`src/rtl/maxis_vpg_pkg.sv`:
```
// Shared types and helpers for the maxis_vpattern_gen video test-pattern master.
package maxis_vpg_pkg;

  typedef enum logic [1:0] {
    IDLE = 2'd0,
    FGAP = 2'd1,
    LGAP = 2'd2,
    SEND = 2'd3
  } state_e;

  localparam logic [1:0] MODE_COUNTER = 2'd0;
  localparam logic [1:0] MODE_BARS    = 2'd1;
  localparam logic [1:0] MODE_CHECKER = 2'd2;
  localparam logic [1:0] MODE_CONST   = 2'd3;

  // Bits needed to index 0..n-1, never less than one.
  function automatic int unsigned cw(input int unsigned n);
    return (n > 1) ? $clog2(n) : 1;
  endfunction

endpackage

```
`src/rtl/maxis_vpg_pixel.sv`:
```
// Combinational pattern function for one pixel at column p of line y.
module maxis_vpg_pixel
  import maxis_vpg_pkg::*;
#(
  parameter int unsigned BITS_PER_PIXEL    = 8,
  parameter int unsigned PIXELS_HORIZONTAL = 1280,
  parameter int unsigned XW                = 11,
  parameter int unsigned YW                = 10,
  parameter int unsigned FCW               = 4
) (
  input  logic [1:0]                mode_i,
  input  logic [XW-1:0]             p_i,
  input  logic [YW-1:0]             y_i,
  input  logic [FCW-1:0]            frame_cnt_i,
  output logic [BITS_PER_PIXEL-1:0] pixel_c
);

  localparam int unsigned BW = XW + 3;

  logic [BW-1:0] p_x8;
  logic [BW-1:0] bar;
  logic [2:0]    bar3;
  logic          chk;

  always_comb begin
    p_x8    = {p_i, 3'b000};
    bar     = p_x8 / BW'(PIXELS_HORIZONTAL);
    bar3    = 3'(bar);
    // Bit 3 of p and y selects the 8x8 checker square.
    chk     = (|(p_i & XW'(8))) ^ (|(y_i & YW'(8)));
    pixel_c = '0;
    case (mode_i)
      MODE_COUNTER: pixel_c = BITS_PER_PIXEL'(p_i) + BITS_PER_PIXEL'(y_i)
                              + BITS_PER_PIXEL'(frame_cnt_i);
      MODE_BARS:    pixel_c = BITS_PER_PIXEL'(bar3) << (BITS_PER_PIXEL - 3);
      MODE_CHECKER: pixel_c = {BITS_PER_PIXEL{chk}};
      default:      pixel_c = '1;
    endcase
  end

endmodule

```
`src/rtl/maxis_vpattern_gen.sv`:
```
// AXI4-Stream video test-pattern master: frames of lines with line/frame blanking.
// Optional stall counter built when MAXIS_VPG_STALL_CNT_EN is defined.
module maxis_vpattern_gen
  import maxis_vpg_pkg::*;
#(
  parameter int unsigned C_M_AXIS_TDATA_WIDTH = 32,
  parameter int unsigned BITS_PER_PIXEL       = 8,
  parameter int unsigned PIXELS_HORIZONTAL    = 1280,
  parameter int unsigned PIXELS_VERTICAL      = 1024,
  parameter int unsigned LINE_GAP             = 3,
  parameter int unsigned FRAME_GAP            = 10000,
  parameter int unsigned FRAME_CNT_WIDTH      = 4
) (
  input  logic                              M_AXIS_ACLK,
  input  logic                              M_AXIS_ARESET,
  input  logic                              enable,
  input  logic [1:0]                        mode,
  output logic                              M_AXIS_TVALID,
  output logic [C_M_AXIS_TDATA_WIDTH-1:0]   M_AXIS_TDATA,
  output logic [C_M_AXIS_TDATA_WIDTH/8-1:0] M_AXIS_TSTRB,
  output logic                              M_AXIS_TLAST,
  output logic                              M_AXIS_TUSER,
  input  logic                              M_AXIS_TREADY,
  output logic [FRAME_CNT_WIDTH-1:0]        frame_cnt,
  output logic                              frame_done,
  output logic [31:0]                       stall_cnt
);

  localparam int unsigned PPB      = C_M_AXIS_TDATA_WIDTH / BITS_PER_PIXEL;
  localparam int unsigned XW       = cw(PIXELS_HORIZONTAL);
  localparam int unsigned YW       = cw(PIXELS_VERTICAL);
  localparam int unsigned GAP_MAX  = (FRAME_GAP > LINE_GAP) ? FRAME_GAP : LINE_GAP;
  localparam int unsigned GW       = cw(GAP_MAX + 1);
  localparam int unsigned LGAP_TOP = (LINE_GAP > 0) ? LINE_GAP - 1 : 0;

  localparam logic [XW-1:0] X_LAST   = XW'(PIXELS_HORIZONTAL - PPB);
  localparam logic [XW-1:0] X_STEP   = XW'(PPB);
  localparam logic [YW-1:0] Y_LAST   = YW'(PIXELS_VERTICAL - 1);
  localparam logic [GW-1:0] FGAP_END = GW'(FRAME_GAP);
  localparam logic [GW-1:0] LGAP_END = GW'(LGAP_TOP);

  state_e                            state_q, state_d;
  logic [XW-1:0]                     x_q, x_d;
  logic [YW-1:0]                     y_q, y_d;
  logic [1:0]                        mode_q, mode_d;
  logic [GW-1:0]                     gap_q, gap_d;
  logic [FRAME_CNT_WIDTH-1:0]        frame_cnt_q, frame_cnt_d;
  logic                              frame_done_q, frame_done_d;
  logic                              tvalid_q, tvalid_d;
  logic                              tlast_q, tlast_d;
  logic                              tuser_q, tuser_d;
  logic [C_M_AXIS_TDATA_WIDTH-1:0]   tdata_q, tdata_d;
  logic [PPB-1:0][BITS_PER_PIXEL-1:0] pix_c;
  logic                              hs_c;

  assign hs_c = tvalid_q & M_AXIS_TREADY;

  // Next state, beat position and frame bookkeeping.
  always_comb begin
    state_d      = state_q;
    x_d          = x_q;
    y_d          = y_q;
    mode_d       = mode_q;
    gap_d        = gap_q;
    frame_cnt_d  = frame_cnt_q;
    frame_done_d = 1'b0;
    case (state_q)
      IDLE: begin
        if (enable) begin
          state_d = FGAP;
          gap_d   = '0;
        end
      end
      FGAP: begin
        if (gap_q == FGAP_END) begin
          state_d = SEND;
          x_d     = '0;
          y_d     = '0;
          mode_d  = mode;
        end else begin
          gap_d = gap_q + GW'(1);
        end
      end
      LGAP: begin
        if (gap_q == LGAP_END) state_d = SEND;
        else                   gap_d   = gap_q + GW'(1);
      end
      SEND: begin
        if (hs_c) begin
          if (x_q != X_LAST) begin
            x_d = x_q + X_STEP;
          end else if (y_q != Y_LAST) begin
            x_d     = '0;
            y_d     = y_q + YW'(1);
            gap_d   = '0;
            state_d = (LINE_GAP == 0) ? SEND : LGAP;
          end else begin
            frame_cnt_d  = frame_cnt_q + FRAME_CNT_WIDTH'(1);
            frame_done_d = 1'b1;
            gap_d        = '0;
            state_d      = enable ? FGAP : IDLE;
          end
        end
      end
      default: state_d = IDLE;
    endcase
    tvalid_d = (state_d == SEND);
    tlast_d  = tvalid_d && (x_d == X_LAST);
    tuser_d  = tvalid_d && (x_d == '0) && (y_d == '0);
  end

  // Pixels for the beat that will be presented after this edge.
  for (genvar i = 0; i < PPB; i++) begin : g_pix
    logic [XW-1:0] p_c;
    assign p_c = x_d + XW'(i);
    maxis_vpg_pixel #(
      .BITS_PER_PIXEL   (BITS_PER_PIXEL),
      .PIXELS_HORIZONTAL(PIXELS_HORIZONTAL),
      .XW               (XW),
      .YW               (YW),
      .FCW              (FRAME_CNT_WIDTH)
    ) u_pixel (
      .mode_i     (mode_d),
      .p_i        (p_c),
      .y_i        (y_d),
      .frame_cnt_i(frame_cnt_d),
      .pixel_c    (pix_c[i])
    );
  end

  always_comb begin
    tdata_d = '0;
    if (tvalid_d) tdata_d = pix_c;
  end

  always_ff @(posedge M_AXIS_ACLK) begin
    if (M_AXIS_ARESET) begin
      state_q      <= IDLE;
      x_q          <= '0;
      y_q          <= '0;
      mode_q       <= MODE_COUNTER;
      gap_q        <= '0;
      frame_cnt_q  <= '0;
      frame_done_q <= 1'b0;
      tvalid_q     <= 1'b0;
      tlast_q      <= 1'b0;
      tuser_q      <= 1'b0;
      tdata_q      <= '0;
    end else begin
      state_q      <= state_d;
      x_q          <= x_d;
      y_q          <= y_d;
      mode_q       <= mode_d;
      gap_q        <= gap_d;
      frame_cnt_q  <= frame_cnt_d;
      frame_done_q <= frame_done_d;
      tvalid_q     <= tvalid_d;
      tlast_q      <= tlast_d;
      tuser_q      <= tuser_d;
      tdata_q      <= tdata_d;
    end
  end

`ifdef MAXIS_VPG_STALL_CNT_EN
  logic [31:0] stall_q, stall_d;

  // Saturating count of offered-but-not-accepted cycles, cleared at frame start.
  always_comb begin
    stall_d = stall_q;
    if (state_q == FGAP && state_d == SEND)                  stall_d = '0;
    else if (tvalid_q && !M_AXIS_TREADY && (stall_q != '1)) stall_d = stall_q + 32'd1;
  end

  always_ff @(posedge M_AXIS_ACLK) begin
    if (M_AXIS_ARESET) stall_q <= '0;
    else               stall_q <= stall_d;
  end

  assign stall_cnt = stall_q;
`else
  assign stall_cnt = '0;
`endif

  assign M_AXIS_TVALID = tvalid_q;
  assign M_AXIS_TDATA  = tdata_q;
  assign M_AXIS_TSTRB  = '1;
  assign M_AXIS_TLAST  = tlast_q;
  assign M_AXIS_TUSER  = tuser_q;
  assign frame_cnt     = frame_cnt_q;
  assign frame_done    = frame_done_q;

endmodule

```
`config.mk`:
```
export PLATFORM = sky130hd
export DESIGN_NAME = maxis_vpattern_gen
export DESIGN_NICKNAME = d
export VERILOG_FILES = /design/src/rtl/maxis_vpg_pkg.sv /design/src/rtl/maxis_vpg_pixel.sv /design/src/rtl/maxis_vpattern_gen.sv
export SDC_FILE = /design/constraint.sdc
export NUM_CORES = 1
export LEC_CHECK = 0
export CORE_ASPECT_RATIO = 2
export CORE_MARGIN = 4
export CORE_UTILIZATION = 60
export CTS_CLUSTER_DIAMETER = 50
export DETAILED_ROUTE_END_ITERATION = 8
export HOLD_SLACK_MARGIN = 0.06
export PLACE_DENSITY = 0.89
export REMOVE_ABC_BUFFERS = 1
export SLEW_MARGIN = 20
export SYNTH_ARGS = -nofsm -noshare
export SYNTH_HDL_FRONTEND = slang
export SYNTH_SLANG_ARGS = --single-unit
```
`constraint.sdc`:
```
create_clock -name M_AXIS_ACLK -period 8.7 [get_ports M_AXIS_ACLK]
set_input_delay 2.175 -clock M_AXIS_ACLK [delete_from_list [all_inputs] [get_ports M_AXIS_ACLK]]
set_output_delay 2.175 -clock M_AXIS_ACLK [all_outputs]
set_load 0.05 [all_outputs]
```
==> metrics.txt <==
status=finished clean; post-route ant nets=0; syn avg cell area=~8 µm²; Crit Reg-Reg Startpoint=x_q[3]; # port buffers=between 40 and 50; reg2reg end=M_AXIS_TDATA[15]; CP cell instances=clkdlybuf4s50_1 -> nand4_1 -> nor4_1 -> a21o_1 -> a21o_1 -> inv_1 -> ha_1 -> inv_1 -> a211oi_1 -> buf_4 -> xnor2_1 -> inv_1 -> fa_1 -> ha_1 -> a21o_1 -> a21oi_1 -> o21bai_1 -> a21oi_1 -> xnor2_1 -> xnor2_1 -> xnor2_1 -> nand2_1 -> a221oi_1; Post-synth ARST share=0; worst skew pair latency=~0.35 ns; DRT Wirelength=around 28000 µm; actual slew at the worst max-slew pin=a little under 0.9 ns; Slew HR=0.4084; initial antenna violation count=0; Max Fclk=approximately 0.13 GHz; Final GP Congestion=between 1 and 1.5; CTS Buffer Depth=2; hold crit path type=flop to flop; share of cells above drive strength 1=0.08571; most used cell, CP=xnor2_1; GRT Util Overall=0.3416; first-pass GRT wire length=roughly 45000 µm; Die X=a little over 90 µm; worst vdd ir=0.00007627 V; via count=roughly 8600; final instance area=~9400 µm²; HPWL after detailed placement=between 20000 and 25000 µm; number of H-tree levels=3; crit end category=flop; max_cap viols=0; WHS Endpoint=gap_q[10]; Reg2Reg Setup Slack=2.50 ns; num rows=approximately 60; R2R cell count=23; fillers=approximately 1100; Starting Density=0.6171; Cell Pwr Density=~90 nW/µm²; Vert. Die Dim=approximately 180 µm; CTS resizes=0; final global-route overflow total=0; Worst Setup Slack, final=about 1.2 ns; crit path DAT=7.78 ns; num ports=82; pins over their slew limit=0; Final Hold Viols=0; Data required, critical path=approximately 9 ns; HP Start=gap_q[10]; Cell variety after synth=approximately 110; drt first pass iters=5; Synth warnings=0; RSZ-0062 raised after global routing=false; DRC violations left=0; Area Overhead vs Synth=9.043%; footprint of the multi-input gates=between 6000 and 7000 µm²; Post-CTS Setup Bufs=0; via-per-instance ratio=~6.6; TritonCTS clock tree=done; detail-routed net length per standard cell=about 21 µm; leakage=0.004115 µW; Post-synth EDFFs=0; FF/Latch Area=around 1600 µm²; Crit Path Max Fanout=12; CP max-delay cell=nor4_1; # clock sinks=around 80; Yosys reg bits=79; Fin Setup TNS=0 ns; skew final=0.01236 ns; largest net degree at the start of global routing=33; DRT iter0 DRCs=628; diode count=0; Setup crit start kind=primary input; hold path cells=2; clk slew on worst S/H paths=approximately 0.07 ns; fin crit period=between 7 and 8 ns; vias in the first global route=just under 9000; CTS Buf Count=9; register area share after synthesis=0.1835; post-synthesis cell count=approximately 1100; die area=between 15000 and 20000 µm²; synthesized cell area=roughly 8600 µm²; nets=between 1000 and 1500; DP Worst Slack=~0.96 ns; Final period util=0.8652; Hold-fix buffers, CTS=0; Final Setup Violations=0; CP max stage delay=roughly 0.57 ns; Setup CP Type=primary input to flop; CTS root buf=clkbuf_16; Core Area=~14000 µm²; placed cell area=approximately 9100 µm²; main flop type after synthesis=dfxtp_1
## cell usage after synthesis (11+ instances only)
master | count | area [µm²]
a211oi_1 | 18 | 135.1
a21o_1 | 26 | 195.2
a21oi_1 | 77 | 385.4
and2_1 | 11 | 68.82
and3_1 | 13 | 81.33
buf_4 | 39 | 292.8
clkbuf_1 | 22 | 82.58
dfxtp_1 | 79 | 1582
fa_1 | 18 | 360.4
ha_1 | 60 | 750.7
inv_1 | 55 | 206.5
nand2_1 | 98 | 367.9
nand3_1 | 36 | 180.2
nand4_1 | 22 | 137.6
nor2_1 | 93 | 349.1
nor2b_1 | 11 | 68.82
nor3_1 | 28 | 140.1
nor4_1 | 14 | 87.58
o21ai_0 | 37 | 185.2
o21ai_1 | 11 | 55.05
xnor2_1 | 62 | 543.0
xor2_1 | 28 | 245.2
## area by class of cell
cell class / count / area share
inverter: 59 / 0.02383
timing repair buffer: 60 / 0.05990
multi-input combinational: 906 / 0.6892
clock inverter: 6 / 0.008253
sequential: 79 / 0.1683
clock buffer: 10 / 0.02543
tap: 189 / 0.02516
## power by group
| part | internal (µW) | switching (µW) | leakage [µW] |
|---|---|---|---|
| combinational | 8.23 | 48.1 | 0.00333 |
| sequential | 363 | 1.66 | 0.000636 |
| clock | 235 | 171 | 0.000153 |
## placed cells by master (no fill, tap or decap), types with 5 or more instances in the layout
master,n
xnor2_1,62
nand4_1,22
a211o_1,5
nand3_1,36
o211ai_1,6
and3_1,13
a311oi_1,5
a211oi_1,18
nand2_1,98
o31ai_1,8
xor2_1,28
nor3b_1,5
o31a_1,5
o21a_1,6
or3_1,7
ha_1,60
and2_1,11
buf_4,15
o22ai_1,7
o21ai_0,37
nor4_1,14
fa_1,18
dfxtp_1,79
a31oi_1,9
a21oi_1,77
conb_1,36
nor2_1,92
o21ai_1,11
or4_1,5
clkdlybuf4s50_1,45
nor3_1,28
inv_1,55
a21o_1,26
nor2b_1,11
a21oi_2,5
a21boi_0,5
nand2b_1,9
mux2i_1,7
clkbuf_16,9
## registers in the layout (all words and copies together), names as in the netlist
| name | count |
|---|---|
| M_AXIS_TDATA | 32 |
| M_AXIS_TLAST | 1 |
| M_AXIS_TUSER | 1 |
| M_AXIS_TVALID | 1 |
| frame_cnt | 4 |
| frame_done | 1 |
| gap_q | 14 |
| mode_q | 2 |
| state_q | 2 |
| x_q | 11 |
| y_q | 10 |
## how the worst max path moves through the flow
stage | slack [ns] | to | depth (start not counted) | from
3_5_place_dp | 0.96 | M_AXIS_TDATA[15] | 23 | M_AXIS_TREADY
3_3_place_gp | 1.29 | M_AXIS_TDATA[13] | 15 | M_AXIS_TREADY
4_1_cts | 1.30 | M_AXIS_TDATA[15] | 23 | M_AXIS_TREADY
2_1_floorplan | 1.90 | M_AXIS_TDATA[15] | 20 | M_AXIS_TREADY
5_1_grt | 0.78 | M_AXIS_TDATA[15] | 23 | M_AXIS_TREADY
6_report | 1.17 | M_AXIS_TDATA[15] | 23 | M_AXIS_TREADY
## critical path, delay by kind of cell
family | cells | cell delay, ns
compound gates | 8 | 1.44
simple gates | 3 | 0.76
buf+inv | 5 | 1.31
xor+xnor | 4 | 0.91
fa+ha+maj | 3 | 1.17
## routing by layer
layer / global-route usage / wire [µm] / part of all wire
met5: 0 / 0 / 0
met4: 0.2599 / 2337 / 0.085
met3: 0.05431 / 1972 / 0.071
met2: 0.6220 / 14160 / 0.51
met1: 0.3396 / 9180 / 0.33
## kinds of logic after synthesis
logic type,share of synthesized area
other,0.0008713
AOI/OAI and AO/OA,0.2443
and+or+nand+nor,0.2349
xor gates and xnor gates,0.1125
buffers and inverters,0.08013
DFF,0.1835
adders and majority gates,0.1302
muxes,0.01364
## metrics by stage
stage / hold slack (ns) / power, µW / utilization / std cells
4_1_cts: 0.5524 / 822.2 / 0.6728 / 1309
6_report: 0.5588 / 827.5 / 0.6729 / 1309
3_3_place_gp: 0.5336 / 427.5 / 0.6501 / 1293
2_1_floorplan: 0.4968 / 419.0 / - / 1044
3_5_place_dp: 0.5432 / 428.3 / 0.6501 / 1293
5_1_grt: 0.5919 / 840.6 / 0.6729 / 1309
(Power assumes the default switching activity.)
